===== config.mk =====
export PLATFORM = sky130hd
export DESIGN_NAME = dmem_arbiter_flat
export DESIGN_NICKNAME = d
export VERILOG_FILES = /design/src/rtl/dmem_arbiter_if.sv /design/src/rtl/dmem_arbiter.sv /design/src/flat_wrapper.sv
export SDC_FILE = /design/constraint.sdc
export NUM_CORES = 1
export LEC_CHECK = 0
export BUFFER_PORTS_ARGS = -buffer_cell sky130_fd_sc_hd__buf_2
export CAP_MARGIN = 20
export CELL_PAD_IN_SITES_DETAIL_PLACEMENT = 0
export CELL_PAD_IN_SITES_GLOBAL_PLACEMENT = 1
export CORE_MARGIN = 5
export CORE_UTILIZATION = 30
export DETAILED_ROUTE_END_ITERATION = 7
export GPL_ROUTABILITY_DRIVEN = 1
export PLACE_DENSITY_LB_ADDON = 0.1
export SLEW_MARGIN = 40
export SYNTH_ARGS = -nofsm -noshare
export SYNTH_HDL_FRONTEND = slang
export SYNTH_SLANG_ARGS = --single-unit

===== constraint.sdc =====
create_clock -name clk -period 4.1 [get_ports clk]
set_clock_uncertainty 0.1 [all_clocks]
set_input_delay 0.205 -clock clk [delete_from_list [all_inputs] [get_ports clk]]
set_output_delay 0.205 -clock clk [all_outputs]
set_load 0.03 [all_outputs]

===== src/rtl/dmem_arbiter_if.sv =====
// ---------------------------------------------------------------------------
// dmem_arbiter_if
// Request/response bundle between one data-memory master and dmem_arbiter.
//
// Signals:
//   req    master -> arbiter  request, held high until ack
//   we     master -> arbiter  1 = write, 0 = read (stable while req pending)
//   addr   master -> arbiter  byte address (stable while req pending)
//   wdata  master -> arbiter  write data (stable while req pending)
//   ack    arbiter -> master  one-cycle completion pulse
//   rdata  arbiter -> master  read data, valid with ack for a read
//   err    arbiter -> master  range/alignment error, valid with ack
//
// Modports: master (requester side), slave (arbiter side).
// ---------------------------------------------------------------------------
interface dmem_arbiter_if #(
    parameter int AW = 32,
    parameter int DW = 32
);
    logic          req;
    logic          we;
    logic [AW-1:0] addr;
    logic [DW-1:0] wdata;
    logic          ack;
    logic [DW-1:0] rdata;
    logic          err;

    modport master (output req, we, addr, wdata, input ack, rdata, err);
    modport slave  (input req, we, addr, wdata, output ack, rdata, err);
endinterface


===== src/rtl/dmem_arbiter.sv =====
// ---------------------------------------------------------------------------
// dmem_arbiter
// Two-master round-robin arbiter and sequencer in front of a single-port data
// memory (combinational read, synchronous write, word index = addr[AW-1:2]).
// Each access takes ACCESS (memory driven) then DONE (ack pulse); under
// contention the arbiter goes DONE -> ACCESS for the other port directly.
//
// Ports:
//   clk        system clock, rising edge
//   rst_n      asynchronous active-low reset
//   port0      CPU load/store master (dmem_arbiter_if.slave)
//   port1      secondary master, DMA/peripheral (dmem_arbiter_if.slave)
//   mem_we_o   memory write enable
//   mem_a_o    memory byte address
//   mem_wd_o   memory write data
//   mem_rd_i   memory combinational read data
//
// Optional feature (macro DMEM_ARB_PERF_EN):
//   gnt_cnt0_o/gnt_cnt1_o    saturating count of acks per port
//   wait_cnt0_o/wait_cnt1_o  saturating count of cycles a port requests
//                            while the arbiter is busy serving the other port
// ---------------------------------------------------------------------------
module dmem_arbiter #(
    parameter int DEPTH = 64,
    parameter int AW    = 32,
    parameter int DW    = 32
) (
    input  logic          clk,
    input  logic          rst_n,
    dmem_arbiter_if.slave port0,
    dmem_arbiter_if.slave port1,
    output logic          mem_we_o,
    output logic [AW-1:0] mem_a_o,
    output logic [DW-1:0] mem_wd_o,
    input  logic [DW-1:0] mem_rd_i
`ifdef DMEM_ARB_PERF_EN
    ,
    output logic [15:0]   gnt_cnt0_o,
    output logic [15:0]   gnt_cnt1_o,
    output logic [15:0]   wait_cnt0_o,
    output logic [15:0]   wait_cnt1_o
`endif
);

    typedef enum logic [1:0] {
        IDLE   = 2'd0,
        ACCESS = 2'd1,
        DONE   = 2'd2
    } state_t;

    localparam logic [AW-3:0] DEPTH_W = (AW-2)'(DEPTH);

    state_t        state_q, state_d;
    logic          gsel_q, gsel_d;
    logic          prio_q, prio_d;
    logic          ack0_q, ack0_d, ack1_q, ack1_d;
    logic          err0_q, err0_d, err1_q, err1_d;
    logic [DW-1:0] rdata0_q, rdata0_d, rdata1_q, rdata1_d;

    logic          elig0, elig1;
    logic          selWe;
    logic [AW-1:0] selAddr;
    logic [DW-1:0] selWdata;
    logic          bad;
    logic          inAccess;

    // Granted port's request fields and the memory-side drive; the memory
    // is only driven in ACCESS so a reset drops mem_we_o immediately.
    always_comb begin
        selWe    = gsel_q ? port1.we    : port0.we;
        selAddr  = gsel_q ? port1.addr  : port0.addr;
        selWdata = gsel_q ? port1.wdata : port0.wdata;
        bad      = (selAddr[1:0] != 2'b00) || (selAddr[AW-1:2] >= DEPTH_W);
        inAccess = (state_q == ACCESS);
        mem_we_o = inAccess && selWe && !bad;
        mem_a_o  = inAccess ? selAddr  : '0;
        mem_wd_o = inAccess ? selWdata : '0;
    end

    // The port being acknowledged in DONE is masked so a held-high req is
    // treated as a fresh request from the following cycle.
    always_comb begin
        elig0 = port0.req && !((state_q == DONE) && !gsel_q);
        elig1 = port1.req && !((state_q == DONE) &&  gsel_q);
    end

    // FSM next-state and registered response values.
    always_comb begin
        state_d  = state_q;
        gsel_d   = gsel_q;
        prio_d   = prio_q;
        ack0_d   = 1'b0;
        ack1_d   = 1'b0;
        err0_d   = 1'b0;
        err1_d   = 1'b0;
        rdata0_d = rdata0_q;
        rdata1_d = rdata1_q;
        case (state_q)
            IDLE: begin
                if (elig0 || elig1) begin
                    state_d = ACCESS;
                    gsel_d  = (elig0 && elig1) ? prio_q : elig1;
                end
            end
            ACCESS: begin
                state_d = DONE;
                prio_d  = !gsel_q;
                if (!gsel_q) begin
                    ack0_d = 1'b1;
                    err0_d = bad;
                    if (!selWe) rdata0_d = bad ? '0 : mem_rd_i;
                end else begin
                    ack1_d = 1'b1;
                    err1_d = bad;
                    if (!selWe) rdata1_d = bad ? '0 : mem_rd_i;
                end
            end
            DONE: begin
                if (gsel_q ? elig0 : elig1) begin
                    state_d = ACCESS;
                    gsel_d  = !gsel_q;
                end else begin
                    state_d = IDLE;
                end
            end
            default: state_d = IDLE;
        endcase
    end

    // State and response registers.
    always_ff @(posedge clk or negedge rst_n) begin
        if (!rst_n) begin
            state_q  <= IDLE;
            gsel_q   <= 1'b0;
            prio_q   <= 1'b0;
            ack0_q   <= 1'b0;
            ack1_q   <= 1'b0;
            err0_q   <= 1'b0;
            err1_q   <= 1'b0;
            rdata0_q <= '0;
            rdata1_q <= '0;
        end else begin
            state_q  <= state_d;
            gsel_q   <= gsel_d;
            prio_q   <= prio_d;
            ack0_q   <= ack0_d;
            ack1_q   <= ack1_d;
            err0_q   <= err0_d;
            err1_q   <= err1_d;
            rdata0_q <= rdata0_d;
            rdata1_q <= rdata1_d;
        end
    end

    assign port0.ack   = ack0_q;
    assign port0.err   = err0_q;
    assign port0.rdata = rdata0_q;
    assign port1.ack   = ack1_q;
    assign port1.err   = err1_q;
    assign port1.rdata = rdata1_q;

`ifdef DMEM_ARB_PERF_EN
    logic [15:0] gntCnt0_q, gntCnt0_d, gntCnt1_q, gntCnt1_d;
    logic [15:0] waitCnt0_q, waitCnt0_d, waitCnt1_q, waitCnt1_d;
    logic        busy;

    // A port is waiting while it requests and the arbiter is busy with the
    // other port; all counters stick at all-ones.
    always_comb begin
        busy       = (state_q != IDLE);
        gntCnt0_d  = gntCnt0_q;
        gntCnt1_d  = gntCnt1_q;
        waitCnt0_d = waitCnt0_q;
        waitCnt1_d = waitCnt1_q;
        if (ack0_q && (gntCnt0_q != 16'hFFFF)) gntCnt0_d = gntCnt0_q + 16'd1;
        if (ack1_q && (gntCnt1_q != 16'hFFFF)) gntCnt1_d = gntCnt1_q + 16'd1;
        if (port0.req && busy && gsel_q && (waitCnt0_q != 16'hFFFF))
            waitCnt0_d = waitCnt0_q + 16'd1;
        if (port1.req && busy && !gsel_q && (waitCnt1_q != 16'hFFFF))
            waitCnt1_d = waitCnt1_q + 16'd1;
    end

    // Performance counter registers.
    always_ff @(posedge clk or negedge rst_n) begin
        if (!rst_n) begin
            gntCnt0_q  <= '0;
            gntCnt1_q  <= '0;
            waitCnt0_q <= '0;
            waitCnt1_q <= '0;
        end else begin
            gntCnt0_q  <= gntCnt0_d;
            gntCnt1_q  <= gntCnt1_d;
            waitCnt0_q <= waitCnt0_d;
            waitCnt1_q <= waitCnt1_d;
        end
    end

    assign gnt_cnt0_o  = gntCnt0_q;
    assign gnt_cnt1_o  = gntCnt1_q;
    assign wait_cnt0_o = waitCnt0_q;
    assign wait_cnt1_o = waitCnt1_q;
`endif

endmodule


===== src/flat_wrapper.sv =====
// flat-port wrapper written by rule: the top's interface ports become plain ports
module dmem_arbiter_flat 
#(
    parameter int DEPTH = 64,
    parameter int AW    = 32,
    parameter int DW    = 32
)
  (clk, rst_n, mem_we_o, mem_a_o, mem_wd_o, mem_rd_i, port0_req, port0_we, port0_addr, port0_wdata, port0_ack, port0_rdata, port0_err, port1_req, port1_we, port1_addr, port1_wdata, port1_ack, port1_rdata, port1_err);
  dmem_arbiter_if #(.AW(AW), .DW(DW)) port0_i ();
  dmem_arbiter_if #(.AW(AW), .DW(DW)) port1_i ();
  input  logic clk;
  input  logic rst_n;
  output logic mem_we_o;
  output logic [AW-1:0] mem_a_o;
  output logic [DW-1:0] mem_wd_o;
  input  logic [DW-1:0] mem_rd_i;
  input wire logic [$bits(port0_i.req)-1:0] port0_req;
  input wire logic [$bits(port0_i.we)-1:0] port0_we;
  input wire logic [$bits(port0_i.addr)-1:0] port0_addr;
  input wire logic [$bits(port0_i.wdata)-1:0] port0_wdata;
  output wire logic [$bits(port0_i.ack)-1:0] port0_ack;
  output wire logic [$bits(port0_i.rdata)-1:0] port0_rdata;
  output wire logic [$bits(port0_i.err)-1:0] port0_err;
  input wire logic [$bits(port1_i.req)-1:0] port1_req;
  input wire logic [$bits(port1_i.we)-1:0] port1_we;
  input wire logic [$bits(port1_i.addr)-1:0] port1_addr;
  input wire logic [$bits(port1_i.wdata)-1:0] port1_wdata;
  output wire logic [$bits(port1_i.ack)-1:0] port1_ack;
  output wire logic [$bits(port1_i.rdata)-1:0] port1_rdata;
  output wire logic [$bits(port1_i.err)-1:0] port1_err;
  assign port0_i.req = port0_req;
  assign port0_i.we = port0_we;
  assign port0_i.addr = port0_addr;
  assign port0_i.wdata = port0_wdata;
  assign port0_ack = port0_i.ack;
  assign port0_rdata = port0_i.rdata;
  assign port0_err = port0_i.err;
  assign port1_i.req = port1_req;
  assign port1_i.we = port1_we;
  assign port1_i.addr = port1_addr;
  assign port1_i.wdata = port1_wdata;
  assign port1_ack = port1_i.ack;
  assign port1_rdata = port1_i.rdata;
  assign port1_err = port1_i.err;
  dmem_arbiter #(.DEPTH(DEPTH), .AW(AW), .DW(DW)) u_core (.clk(clk), .rst_n(rst_n), .port0(port0_i), .port1(port1_i), .mem_we_o(mem_we_o), .mem_a_o(mem_a_o), .mem_wd_o(mem_wd_o), .mem_rd_i(mem_rd_i));
endmodule

==> reports/qor.yml, run 1 <==
reg2regPathDepth: 5
max_stage_delay_ns: 0.51
drv_cap: 0
setup_tns_ns: 0
swShare: 0.4502
slowest_stage: "dfrtp_4"
p_switching_mw: 1.423
initialDrtViolationCount: 227
yosys_warnings: 0
max_freq_mhz: 388.0
syn_inst: 349
cts.repair.resized: 0
power.leakage_nw: 3.287
yosysMostFrequentCell: "dfrtp_1"
fin_cells: 814
root_buffer: "clkbuf_16"
cts_tree: "yes"
clock_latency_ns: 0.32
place_hpwl_um: 11540
routabilityCongestion: 0.8093
dp_cells: 791
endpoint_kind: "output pin"
drcViolationCount: 0
comb_power_share: 0.508
area_growth_pct: 50.15
hp-class: "primary input to flip-flop"
viasPerCell: 4.975
row_count: 41
synth_seq_cells: 72
whs_ns: 0.03658
crit_type: "flip-flop to output pin"
period_share: 0.6286
slew_headroom: 0.4711
start_util: 0.3053
synth.area.top_cells: "dfrtp_1 47%, mux2i_1 17%, a32o_1 17%, nor2_1 6.8%, buf_2 2.3%"
status: "finished, final reports clean"
multi_input_area_mm2: 0.001847
crit_buf_inv: 3
wl_per_cell_um: 18.28
final_nets: 798
cp_top_family: "buffers and inverters"
r2r_end: "u_core.port0.rdata[13]"
tightest_slew_ns: 0.7934
worstReg2RegStart: "u_core.state_q[1]"
max-vdd-ir-drop_mv: 0.2485
cp_max_fo: 37
core_mm2: 0.01262
grt_max_degree: 68
drive_above_1_share: 0.5165
period_needed_ns: 2.577
firstDrtPassIters: 4
register_area_mm2: 0.001805
synth_top_cell_by_area: "dfrtp_1"
seq_area_frac_synth: 0.4677
yosys_most_used_dff: "dfrtp_1"
internal-power_mw: 1.738
cp_num_cells: 5
io_pins: 299
die-area_mm2: 0.01521
grt_pass1_wl_um: 21890
crit_path_end: "mem_we_o"
synth_area_mm2: 0.003852
critPathLaunch: "u_core.gsel_q"
ant_nets: 0
place_worst_setup_slack_ns: 1.672
cp-start-kind: "flip-flop"
synth_edf_count: 0
grt_pass1_vias: 3962
synthTopCellsByCount: "72 x dfrtp_1, 70 x nor2_1, 66 x mux2i_1"
pwr-share-clk: 0.243
antenna_found_initial: 5
rrSetupSlack_ns: 1.70
synth.distinct_cells: 29
chipWidth_um: 123.3
synth_nets: 515
clock_path_buffers: 2
grt_use_total: 0.1846
async_flop_share: 1.000
wl_um: 14880
die_h_um: 123.3
final.setup.worst_slack_ns: 1.523
drv_slew: 0
port_buffers: 298
cts.sinks: 72
numCtsBuffers: 9
crit_required_ns: 3.80
synth.top_cell.area_share: 0.4677
hold_viol_final: 0
path_cells: "inv_1 > o41ai_4 > buf_4 > o2111a_1 > buf_2"
powerDensity_mw_per_mm2: 546.4
num-fill-cells: 1261
cts.htree.levels: 3
rsz0062_at_grt: "no"
cp.arrival_ns: 2.27
setup_violations: 0
vias: 4050
avgSynthCellArea_um2: 11.04
grt.overflow.total: 0
clk_pin_slew_ns: 0.06
power_frac_seq: 0.249
-- worst min-delay path by stage --
| stage | slack [ns] | end | depth (start not counted) | from |
|---|---|---|---|---|
| 6_report | 0.04 | u_core.port0.rdata[10] | 2 | mem_rd_i[10] |
| 2_1_floorplan | -0.19 | u_core.gsel_q | 0 | rst_n |
| 4_1_cts | 0.03 | u_core.port0.rdata[10] | 2 | mem_rd_i[10] |
| 5_1_grt | 0.03 | u_core.port0.rdata[1] | 2 | mem_rd_i[1] |
| 3_5_place_dp | 0.14 | u_core.port0.rdata[29] | 1 | rst_n |
| 3_3_place_gp | 0.31 | u_core.gsel_q | 2 | port0_req |
-- per-stage QoR --
stage | total power, mW | area [um^2] | util
3_5_place_dp | 2.419 | 5455 | 0.4323
6_report | 3.161 | 5784 | 0.4584
3_3_place_gp | 2.419 | 5449 | 0.4318
2_1_floorplan | 1.953 | 3852 | -
4_1_cts | 3.201 | 5772 | 0.4574
5_1_grt | 3.330 | 5784 | 0.4584
-- layer usage --
layer	vias to the layer above	track usage	part of all wire	wire, um
li1	1914	-	-	-
met1	1937	0.2190	0.38	5593
met2	185	0.3133	0.51	7640
met3	14	0.05489	0.096	1427
met4	0	0.07266	0.015	218
met5	-	0	0	0
-- cells in the final DEF (no fill, tap or decap), types with 2 or more instances in the layout --
| cell type | n |
|---|---|
| dlygate4sd3_1 | 2 |
| buf_2 | 297 |
| nor2_1 | 70 |
| or3_1 | 2 |
| nand2_1 | 2 |
| nand4_1 | 2 |
| diode_2 | 5 |
| clkinvlp_4 | 2 |
| a311oi_1 | 2 |
| clkbuf_16 | 9 |
| a32o_1 | 64 |
| dfrtp_1 | 71 |
| buf_4 | 10 |
| a21oi_1 | 2 |
| mux2i_1 | 66 |
| inv_1 | 4 |
| nor4_1 | 10 |
-- final cells by class --
cell class                      count  share of cell area
Multi-Input combinational cell    235              0.3193
Sequential cell                    72              0.3121
Timing Repair Buffer              310              0.2754
Clock buffer                       10             0.03958
Tap cell                          172             0.03721
Clock inverter                      6             0.01168
Inverter                            4            0.002596
Antenna cell                        5            0.002163
-- flip-flops by register name, summed over array words and instances (netlist names) --
register and flops:
u_core.prio_q 1, u_core.port0.err 1, u_core.port0.rdata 32, u_core.state_q 2, u_core.port1.rdata 32, u_core.gsel_q 1, u_core.port0.ack 1, u_core.port1.ack 1
u_core.port1.err 1
-- power by group through the flow --
stage | registers, mW | clock network, mW | logic (mW)
after CTS | 0.790 | 0.788 | 1.62
final | 0.788 | 0.767 | 1.61
after global routing | 0.796 | 0.823 | 1.71
after detailed placement | 0.801 | 0 | 1.62
after floorplan | 0.807 | 0 | 1.15
after global placement | 0.799 | 0 | 1.62
-- what timing repair did --
action,in CTS,in global routing
buffers inserted,0,0
hold buffers,2,0
hold endpoints to repair,42,0
-- cell families (layout without fill, tap and decap cells) --
logic type | Yosys count | count (layout) | synth area share
AO/OA/AOI/OAI | 75 | 75 | 0.1929
buffers and inverters | 42 | 330 | 0.05359
flip-flops | 72 | 72 | 0.4677
multiplexers | 66 | 66 | 0.1715
other | 0 | 5 | 0
AND/OR/NAND/NOR | 94 | 94 | 0.1143
-- worst reg2reg max path: stages, from the launching register on --
cell and delay (ns):
dfrtp_1 0.40, nand2b_2 0.53, or3_1 0.54, nor4_4 0.15, buf_4 0.38, a32o_1 0.25
Note: power is estimated with default switching activity, not from simulation.
==> inputs of run 2 (changes only) <==
Settings changed: CORE_UTILIZATION 30 to 25.
Clock period 4.1 ns to 2.37 ns, I/O delays scaled along.
==> reports/qor.yml, run 2 (synthesis results as in run 1) <==
status: "finished, final reports clean"
cts_tree: "yes"
grt.overflow.total: 0
setup_violations: 0
final.setup.worst_slack_ns: 0.1559
max_stage_delay_ns: 0.43
ant_nets: 0
register_area_mm2: 0.001805
firstDrtPassIters: 6
max-vdd-ir-drop_mv: 0.4963
wl_per_cell_um: 18.32
worstReg2RegStart: "u_core.gsel_q"
grt_pass1_wl_um: 24230
core_mm2: 0.01515
max_freq_mhz: 451.6
chipWidth_um: 134.1
crit_type: "flip-flop to output pin"
die_h_um: 134.1
wl_um: 15770
cp.arrival_ns: 2.00
cts.sinks: 72
place_hpwl_um: 12060
grt_pass1_vias: 4442
hp-class: "primary input to flip-flop"
die-area_mm2: 0.01799
viasPerCell: 4.882
slew_headroom: 0.6508
total_power_mw: 5.709
drv_slew: 0
slowest_stage: "dfrtp_4"
cp_max_fo: 77
powerDensity_mw_per_mm2: 917.2
antenna_found_initial: 2
path_cells: "buf_16 > nand2_1 > o21ai_0 > o2111a_1 > buf_2"
cts.htree.levels: 3
drv_cap: 0
routabilityCongestion: 0.8120
layout_commonest_cell: "buf_2"
clock_path_buffers: 2
whs_ns: 0.02359
clk_pin_slew_ns: 0.05
vias: 4203
critPathLaunch: "u_core.gsel_q"
hold_viol_final: 0
row_count: 45
place_worst_setup_slack_ns: 0.2453
fin_cells: 861
cp-start-kind: "flip-flop"
final_nets: 833
final_cell_mix: "298 x buf_2, 71 x dfrtp_1, 70 x nor2_1"
drcViolationCount: 0
cp_top_family: "buffers and inverters"
tightest_slew_ns: 0.5190
placed_area_mm2: 0.005554
initialDrtViolationCount: 182
num-fill-cells: 1523
io_pins: 299
period_share: 0.9342
crit_buf_inv: 2
dp_cells: 810
multi_input_area_mm2: 0.001847
power.leakage_nw: 3.471
cts_setup_buffers: 0
rsz0062_at_grt: "no"
numCtsBuffers: 9
clock_latency_ns: 0.32
endpoint_kind: "output pin"
area_growth_pct: 61.58
port_buffers: 298
start_util: 0.2544
worstHoldStart: "port1_req"
design_area_mm2: 0.006225
crit_required_ns: 2.15
grt_max_degree: 78
grt_use_total: 0.1701
period_needed_ns: 2.214
drive_above_1_share: 0.4940
root_buffer: "clkbuf_16"
==> run 2: cell count changes in the layout (fill, tap and decap cells not counted), sizes merged <==
cell / delta
bufinv: +1
clkinvlp: -2
dlygate4sd3: +32
diode: -4
clkinv: +1
buf: +3
==> run 2: final timing paths <==
kind,to,slack (ns),depth (start not counted)
max,mem_we_o,0.16,5
min,u_core.state_q[0],0.02,3
max reg2reg,u_core.port1.rdata[26],0.24,7
min reg2reg,u_core.port1.rdata[13],0.38,1
max in group asynchronous,u_core.gsel_q,1.57,3
min in group asynchronous,u_core.port1.rdata[20],0.26,3
==> run 2: layer usage <==
layer  wire length (um)  track usage  vias to the layer above  part of all wire
met2               8535       0.3214                      191              0.54
met4                121      0.03337                        0            0.0077
met1               5970       0.1924                     2026              0.38
met3               1143      0.04576                        8             0.072
li1                   -            -                     1978                 -
met5                  0            0                        -                 0
==> run 2: layout make-up <==
class / count / share of cell area
clock buffers: 10 / 0.03678
clock inverters: 6 / 0.01467
repair buffers: 345 / 0.3212
diodes: 1 / 0.0004020
flip-flops and latches: 72 / 0.2900
multi-input cells: 235 / 0.2967
inverters: 4 / 0.002412
well taps: 188 / 0.03779
==> run 2: worst reg2reg max path, stage by stage (launching register included) <==
cell and delay [ns]:
dfrtp_4 0.49, buf_16 0.24, nor3_1 0.29, nand2_1 0.12, o41ai_4 0.08, buf_4 0.24
buf_12 0.25, a32o_1 0.24
==> run 2: timing repair <==
item                                    in CTS  in global routing
endpoints found under the hold margin      138                  0
hold buffers                                34                  0
endpoints found under the setup margin       0                  1
gates resized for setup                      0                  1
==> run 2: stage by stage <==
step                 TNS (ns)    util
floorplan                   0       -
global placement    -0.006357  0.3657
detailed placement          0  0.3667
CTS                         0  0.4103
global route                0  0.4110
finish                      0  0.4110
==> run 2: report_power, final <==
part	switching (mW)	leakage, nW	internal [mW]	total [mW]
combinational	1.95	2.32	0.977	2.92
clock	0.524	0.157	0.927	1.45
sequential	0.0394	0.996	1.30	1.34
